File: config.mk
export PLATFORM = sky130hd
export DESIGN_NAME = regfile_sb
export DESIGN_NICKNAME = d
export VERILOG_FILES = /design/src/rtl/regfile_sb.sv
export SDC_FILE = /design/constraint.sdc
export NUM_CORES = 1
export LEC_CHECK = 0
export ABC_AREA = 1
export BUFFER_PORTS_ARGS = -buffer_cell sky130_fd_sc_hd__buf_2
export CELL_PAD_IN_SITES_DETAIL_PLACEMENT = 1
export CELL_PAD_IN_SITES_GLOBAL_PLACEMENT = 1
export CORE_ASPECT_RATIO = 0.75
export CORE_MARGIN = 2
export CORE_UTILIZATION = 48
export CTS_CLUSTER_DIAMETER = 200
export DETAILED_ROUTE_END_ITERATION = 16
export GPL_TIMING_DRIVEN = 0
export PLACE_DENSITY = 0.93
export SETUP_SLACK_MARGIN = 0.02
export SLEW_MARGIN = 20
export SYNTH_ARGS = -nofsm -noshare
export SYNTH_HDL_FRONTEND = slang
export SYNTH_SLANG_ARGS = --single-unit
File: constraint.sdc
create_clock -name clk -period 7.9 [get_ports clk]
set_input_delay 2.37 -clock clk [delete_from_list [all_inputs] [get_ports clk]]
set_output_delay 2.37 -clock clk [all_outputs]
set_load 0.01 [all_outputs]
File: src/rtl/regfile_sb.sv
// rtl/regfile_sb.sv - scoreboarded register file with reserve/busy tracking; optional write-through forwarding under REGFILE_SB_BYPASS_EN
module regfile_sb #(
  parameter int WIDTH = 16,
  parameter int AW    = 3
) (
  input  logic                 clk,
  input  logic                 reset,
  input  logic [WIDTH-1:0]     data_in,
  input  logic [AW-1:0]        writenum,
  input  logic                 write,
  input  logic                 reserve,
  input  logic [AW-1:0]        reservenum,
  input  logic [AW-1:0]        readnum_a,
  input  logic [AW-1:0]        readnum_b,
  output logic [WIDTH-1:0]     data_out_a,
  output logic [WIDTH-1:0]     data_out_b,
  output logic                 ready_a,
  output logic                 ready_b,
  output logic                 reserve_ack,
  output logic [(2**AW)-1:0]   busy,
  output logic [AW:0]          busy_cnt
);

  localparam int NREGS = 2 ** AW;

  logic [WIDTH-1:0] regs_q [NREGS];
  logic [NREGS-1:0] busy_q, busy_d;
  logic [AW:0]      busy_cnt_q, busy_cnt_d;
  logic [NREGS-1:0] wr_en;
  logic [NREGS-1:0] set_vec;
  logic             set_eff;
  logic             clr_eff;

  // Write-enable decode, reserve acceptance and next busy state.
  // A reserve may take a busy register only when that register is being written this cycle;
  // the reserve then wins over the write's clear.
  always_comb begin
    wr_en       = write ? (NREGS'(1) << writenum) : '0;
    reserve_ack = reserve & (~busy_q[reservenum] | (write & (writenum == reservenum)));
    set_vec     = reserve_ack ? (NREGS'(1) << reservenum) : '0;
    busy_d      = (busy_q & ~wr_en) | set_vec;
  end

  // Counter tracks popcount(busy) incrementally: only net 0->1 and 1->0 transitions move it.
  always_comb begin
    set_eff    = reserve_ack & ~busy_q[reservenum];
    clr_eff    = write & busy_q[writenum] & ~(reserve_ack & (reservenum == writenum));
    busy_cnt_d = busy_cnt_q;
    if (set_eff && !clr_eff) begin
      busy_cnt_d = busy_cnt_q + (AW+1)'(1);
    end else if (clr_eff && !set_eff) begin
      busy_cnt_d = busy_cnt_q - (AW+1)'(1);
    end
  end

  // Storage, busy flags and counter; reset discards pending writes and reservations.
  always_ff @(posedge clk) begin
    if (reset) begin
      for (int i = 0; i < NREGS; i++) begin
        regs_q[i] <= '0;
      end
      busy_q     <= '0;
      busy_cnt_q <= '0;
    end else begin
      for (int i = 0; i < NREGS; i++) begin
        if (wr_en[i]) begin
          regs_q[i] <= data_in;
        end
      end
      busy_q     <= busy_d;
      busy_cnt_q <= busy_cnt_d;
    end
  end

  // Combinational read ports, optionally forwarding same-cycle write data.
  always_comb begin
    data_out_a = regs_q[readnum_a];
    ready_a    = ~busy_q[readnum_a];
    data_out_b = regs_q[readnum_b];
    ready_b    = ~busy_q[readnum_b];
`ifdef REGFILE_SB_BYPASS_EN
    if (write && (writenum == readnum_a)) begin
      data_out_a = data_in;
      ready_a    = 1'b1;
    end
    if (write && (writenum == readnum_b)) begin
      data_out_b = data_in;
      ready_b    = 1'b1;
    end
`endif
  end

  assign busy     = busy_q;
  assign busy_cnt = busy_cnt_q;

endmodule
[After elaboration in Yosys (flattened, before gate mapping)]
Memories as Yosys holds them, arrays and structs flattened.
Cells that the tools add are included.
Widths: inputs -> output; s select.
Word-level totals
  output and inout bits: 47
  memories: 1
  input bits: 32
  logic and storage cells: 86
  memory bits (writable): 128
  register bits: 12
Memories
  regs_q: depth 8, bits a word 16, read ports 2, clocked after Yosys merged registers in 0, wr ports 8, RTL line 26  | logic [WIDTH-1:0] regs_q [NREGS];
Cells by class
  bitwise logic cells: 22
  reduce and logical (&&, ||, !) cells: 5
  shifts and indexed selects: 2
  add/subtract/negate cells: 2
  equality and inequality tests: 2
  multiplexer cells: 46
  $lt $le $gt $ge: 4
Operator list (number)
  $mux 16: 8
  $mux 1: 30
  $lt 3x4->1 const B: 4
  $mux 8: 2
  $shl 1x3->8 const A: 2
  $bmux 1 s3: 4
  $or 1x1->1: 9
  $and 8x8->8: 1
  $mux 4: 2
  $not 8->8: 1
  $or 8x8->8: 1
  $and 1x1->1: 6
  $eq 3x3->1: 2
  $add 4x1->4 const B: 1
  $not 1->1: 4
  $sub 4x1->4 const B: 1
  $logic_and 1x1->1: 2
  $logic_not 1->1: 2
  $reduce_bool 2->1: 1

[Depth between registers and ports, before layout]
  depth after elaboration: 11
  gate-level depth with buffers: 17
  depth with buffers taken out: 16

[Worst setup path before layout]
No wires, ideal clock.
  path kind: in2out
  from: in readnum_a[0]
  to: out ready_a
  stages: 5
  required time: 5530 ps
  buffers on the path: 2
  arrival time: 3104 ps
  slack: 2426 ps
  cell sequence: buf_6 buf_4 a21oi_1 o21ai_0 a31oi_1
On the way
  word-level cells in the longest chain between the ends: 3
RTL lines
  start, declared: RTL line 13  | input logic [AW-1:0] readnum_a,
  $bmux 1 s3: RTL line 78  | ready_a = ~busy_q[readnum_a];
  $mux 1 (not written as such): RTL line 78
  $not 1->1: RTL line 78
  end, declared: RTL line 17  | output logic ready_a,
Every way passes these cells. The select of a mux whose other input is x is not followed.

[Worst setup path in the final report]
  from: in readnum_b[1]
  to: out data_out_b[3]
On the way
  word-level cells in the longest chain between the ends: 1
RTL lines
  start, declared: RTL line 14  | input logic [AW-1:0] readnum_b,
  $mem_v2 8x16
  end, declared: RTL line 16  | output logic [WIDTH-1:0] data_out_b,
Every way passes these cells.

==> reports/results.ini <==
[outcome]
outcome = finished, final reports clean

[finish]
syn_to_final_growth_pct = 16.0
nNetsFinal = 1084
num_antenna_cells = 0
drive_gt1_share_pct = 15.5

[clock_network]
ctsHoldBuffers = 0
clock-root-buffer = clkbuf_16
cts_htree_levels = 4
clkTransAtPathRegs_ns = 0.06
cts_tree = built
cts_buffers = 17
cts_resized = 0
cts_buffer_depth = 2
numClockSinks = 140
post_cts_buffers = 0
clkLatencyLatePin_ns = 0.44

[sta]
final_max_slew_viol_count = 0
rsz0062_at_grt = no
max_freq_mhz = 160
relSlewSlack_pct = 36.5
min_period_ns = 6.25
worstMarginPinSlew_ns = 0.951
setup_tns_ns = 0
setup_viol = 0
hold_violations = 0
period_share_pct = 79.2
fin_skew_ns = 0.00474

[yosys]
syn_area_sq_um = 7830
yosysTopAreaCellShare_pct = 49.1
async_flop_share_pct = 0
ys_seq_area_share_pct = 52.2
synth_top_cell_by_area = edfxtp_1
yosys_most_used_dff = edfxtp_1
ys_ff_latch = 140
yosys_warnings = 0
syn_area_per_cell_sq_um = 8.17
yosysUniqueCellTypes = 34
synth_nets = 994
synth_cells = 958
yosysMostFrequentCell = nor2_1
synth_area_leaders = edfxtp_1, o21ai_0, nor2_1, nand2_1, a21oi_1
synthTopCellsByCount = nor2_1, nand2_1, o21ai_0, edfxtp_1, inv_1
synth_edf_count = 128

[die]
start_util_pct = 49.0
dieArea_sq_um = 17400
core_area_sq_um = 16000
die_w_um = 151
rows = 40
dieHeight_um = 115
io_pins = 79

[power]
ir_worst_vdd_mv = 0.192
p_leak_uw = 0.00382
pwr_density_cell_nw_per_um2 = 232
power.total_uw = 2100

[grt]
antenna_found_initial = 0
grtUsageTotal_pct = 38.5
grt-ovfl-total = 0
grt_pass1_wl_um = 48000
grt_max_degree = 17
grt_pass1_vias = 8013

[routing]
via_per_inst = 6.32
dr.pass1.iters = 6
wire_per_inst_um = 25.6
drc = 0
drtIter0Drc = 1278
ant_nets = 0
dr_total_vias = 8037
wl_um = 32500

[setup_path]
reg2reg_depth = 15
crit_arrival_ns = 3.88
crit_required_ns = 5.53
endpoint_kind = primary output
start_kind = primary input
cp_max_fo = 10
worstSetupPathType = primary input to primary output

[placed_design]
gp_congestion = 0.995
io_buffers = 71
dp.final_hpwl_um = 22200

[hold_path]
whs_path_depth = 2
worstHoldPathType = register to register

[flow_run]
maxCapViolCount = 0

cell usage in the layout (no fill, tap or decap), types with 2 or more instances in the layout:
cell	instances
clkbuf_8	4
nor2_1	195
xnor2_1	2
inv_1	72
nand2_1	165
clkbuf_1	12
inv_6	5
nand3_2	2
o21ai_0	149
clkbuf_16	17
nand3_1	23
buf_4	6
a22oi_1	4
a21oi_1	70
clkinvlp_4	4
nor2_2	2
buf_2	93
a31oi_1	2
xor2_1	3
dfxtp_1	12
clkinv_1	3
inv_2	4
buf_6	12
bufinv_16	3
edfxtp_1	128
nand2_2	5
o21ai_1	49
ha_1	3
nor2_4	2
inv_4	2
layout make-up:
class                      count  area, sq um
multi-input combinational    682         3080
sequential                   140         4080
buffer                        54          344
inverter                      82          318
clock inverter                11          155
timing repair buffer          71          355
clock buffer                  21          480
tap                          210          263
fill                        1946         6880
cell families after synthesis:
kind of cell / Yosys count / share of synthesized area (%)
AOI/OAI and AO/OA: 275 / 17.8
adders and majority gates: 4 / 0.735
and+or+nand+nor: 398 / 20.3
xor gates and xnor gates: 5 / 0.559
buffers and inverters: 136 / 8.45
DFF: 140 / 52.2
sequential cells by signal, summed over array words and instances, names as in the netlist:
signal and count:
regs_q 128, busy_cnt 4, busy 8
worst paths after layout:
check / start / end / slack [ns]
worst max register to register: busy[0] / busy_cnt[3] / 5.25
worst min-delay path: busy_cnt[3] / busy_cnt[3] / 0.54
worst min register to register: busy_cnt[3] / busy_cnt[3] / 0.54
worst max-delay path: readnum_b[1] / data_out_b[3] / 1.65
critical path: stages:
cell and delay (ns):
buf_2 0.25, buf_2 0.28, o21ai_0 0.11, o21ai_0 0.47, nand2_1 0.11, nand2_1 0.14
buf_2 0.14
layer usage:
layer  global-route usage, %  vias to the layer above  part of all wire (%)
met5                       0                        -                     0
met4                    16.6                        0                   3.9
met3                    11.1                      132                    13
met2                    59.7                      616                    45
met1                    50.6                     3907                    38
li1                        -                     3382                     -
per-stage QoR:
stage	instances	area (sq um)	utilization [%]	setup WS, ns	hold slack (ns)
after CTS	1271	9080	56.9	1.80	0.539
after global routing	1271	9080	56.9	1.64	0.557
after detailed placement	1239	8450	52.9	1.80	0.497
after global placement	1239	8450	52.9	1.81	0.476
after floorplan	958	7830	-	2.43	0.504
final	1271	9080	56.9	1.65	0.540
power breakdown:
part | switching [uW] | internal [uW] | total, uW | leakage, uW
clock | 339 | 534 | 873 | 0.000299
sequential | 33.9 | 866 | 900 | 0.00134
combinational | 237 | 92.6 | 330 | 0.00219
Note: power is estimated with default switching activity, not from simulation.
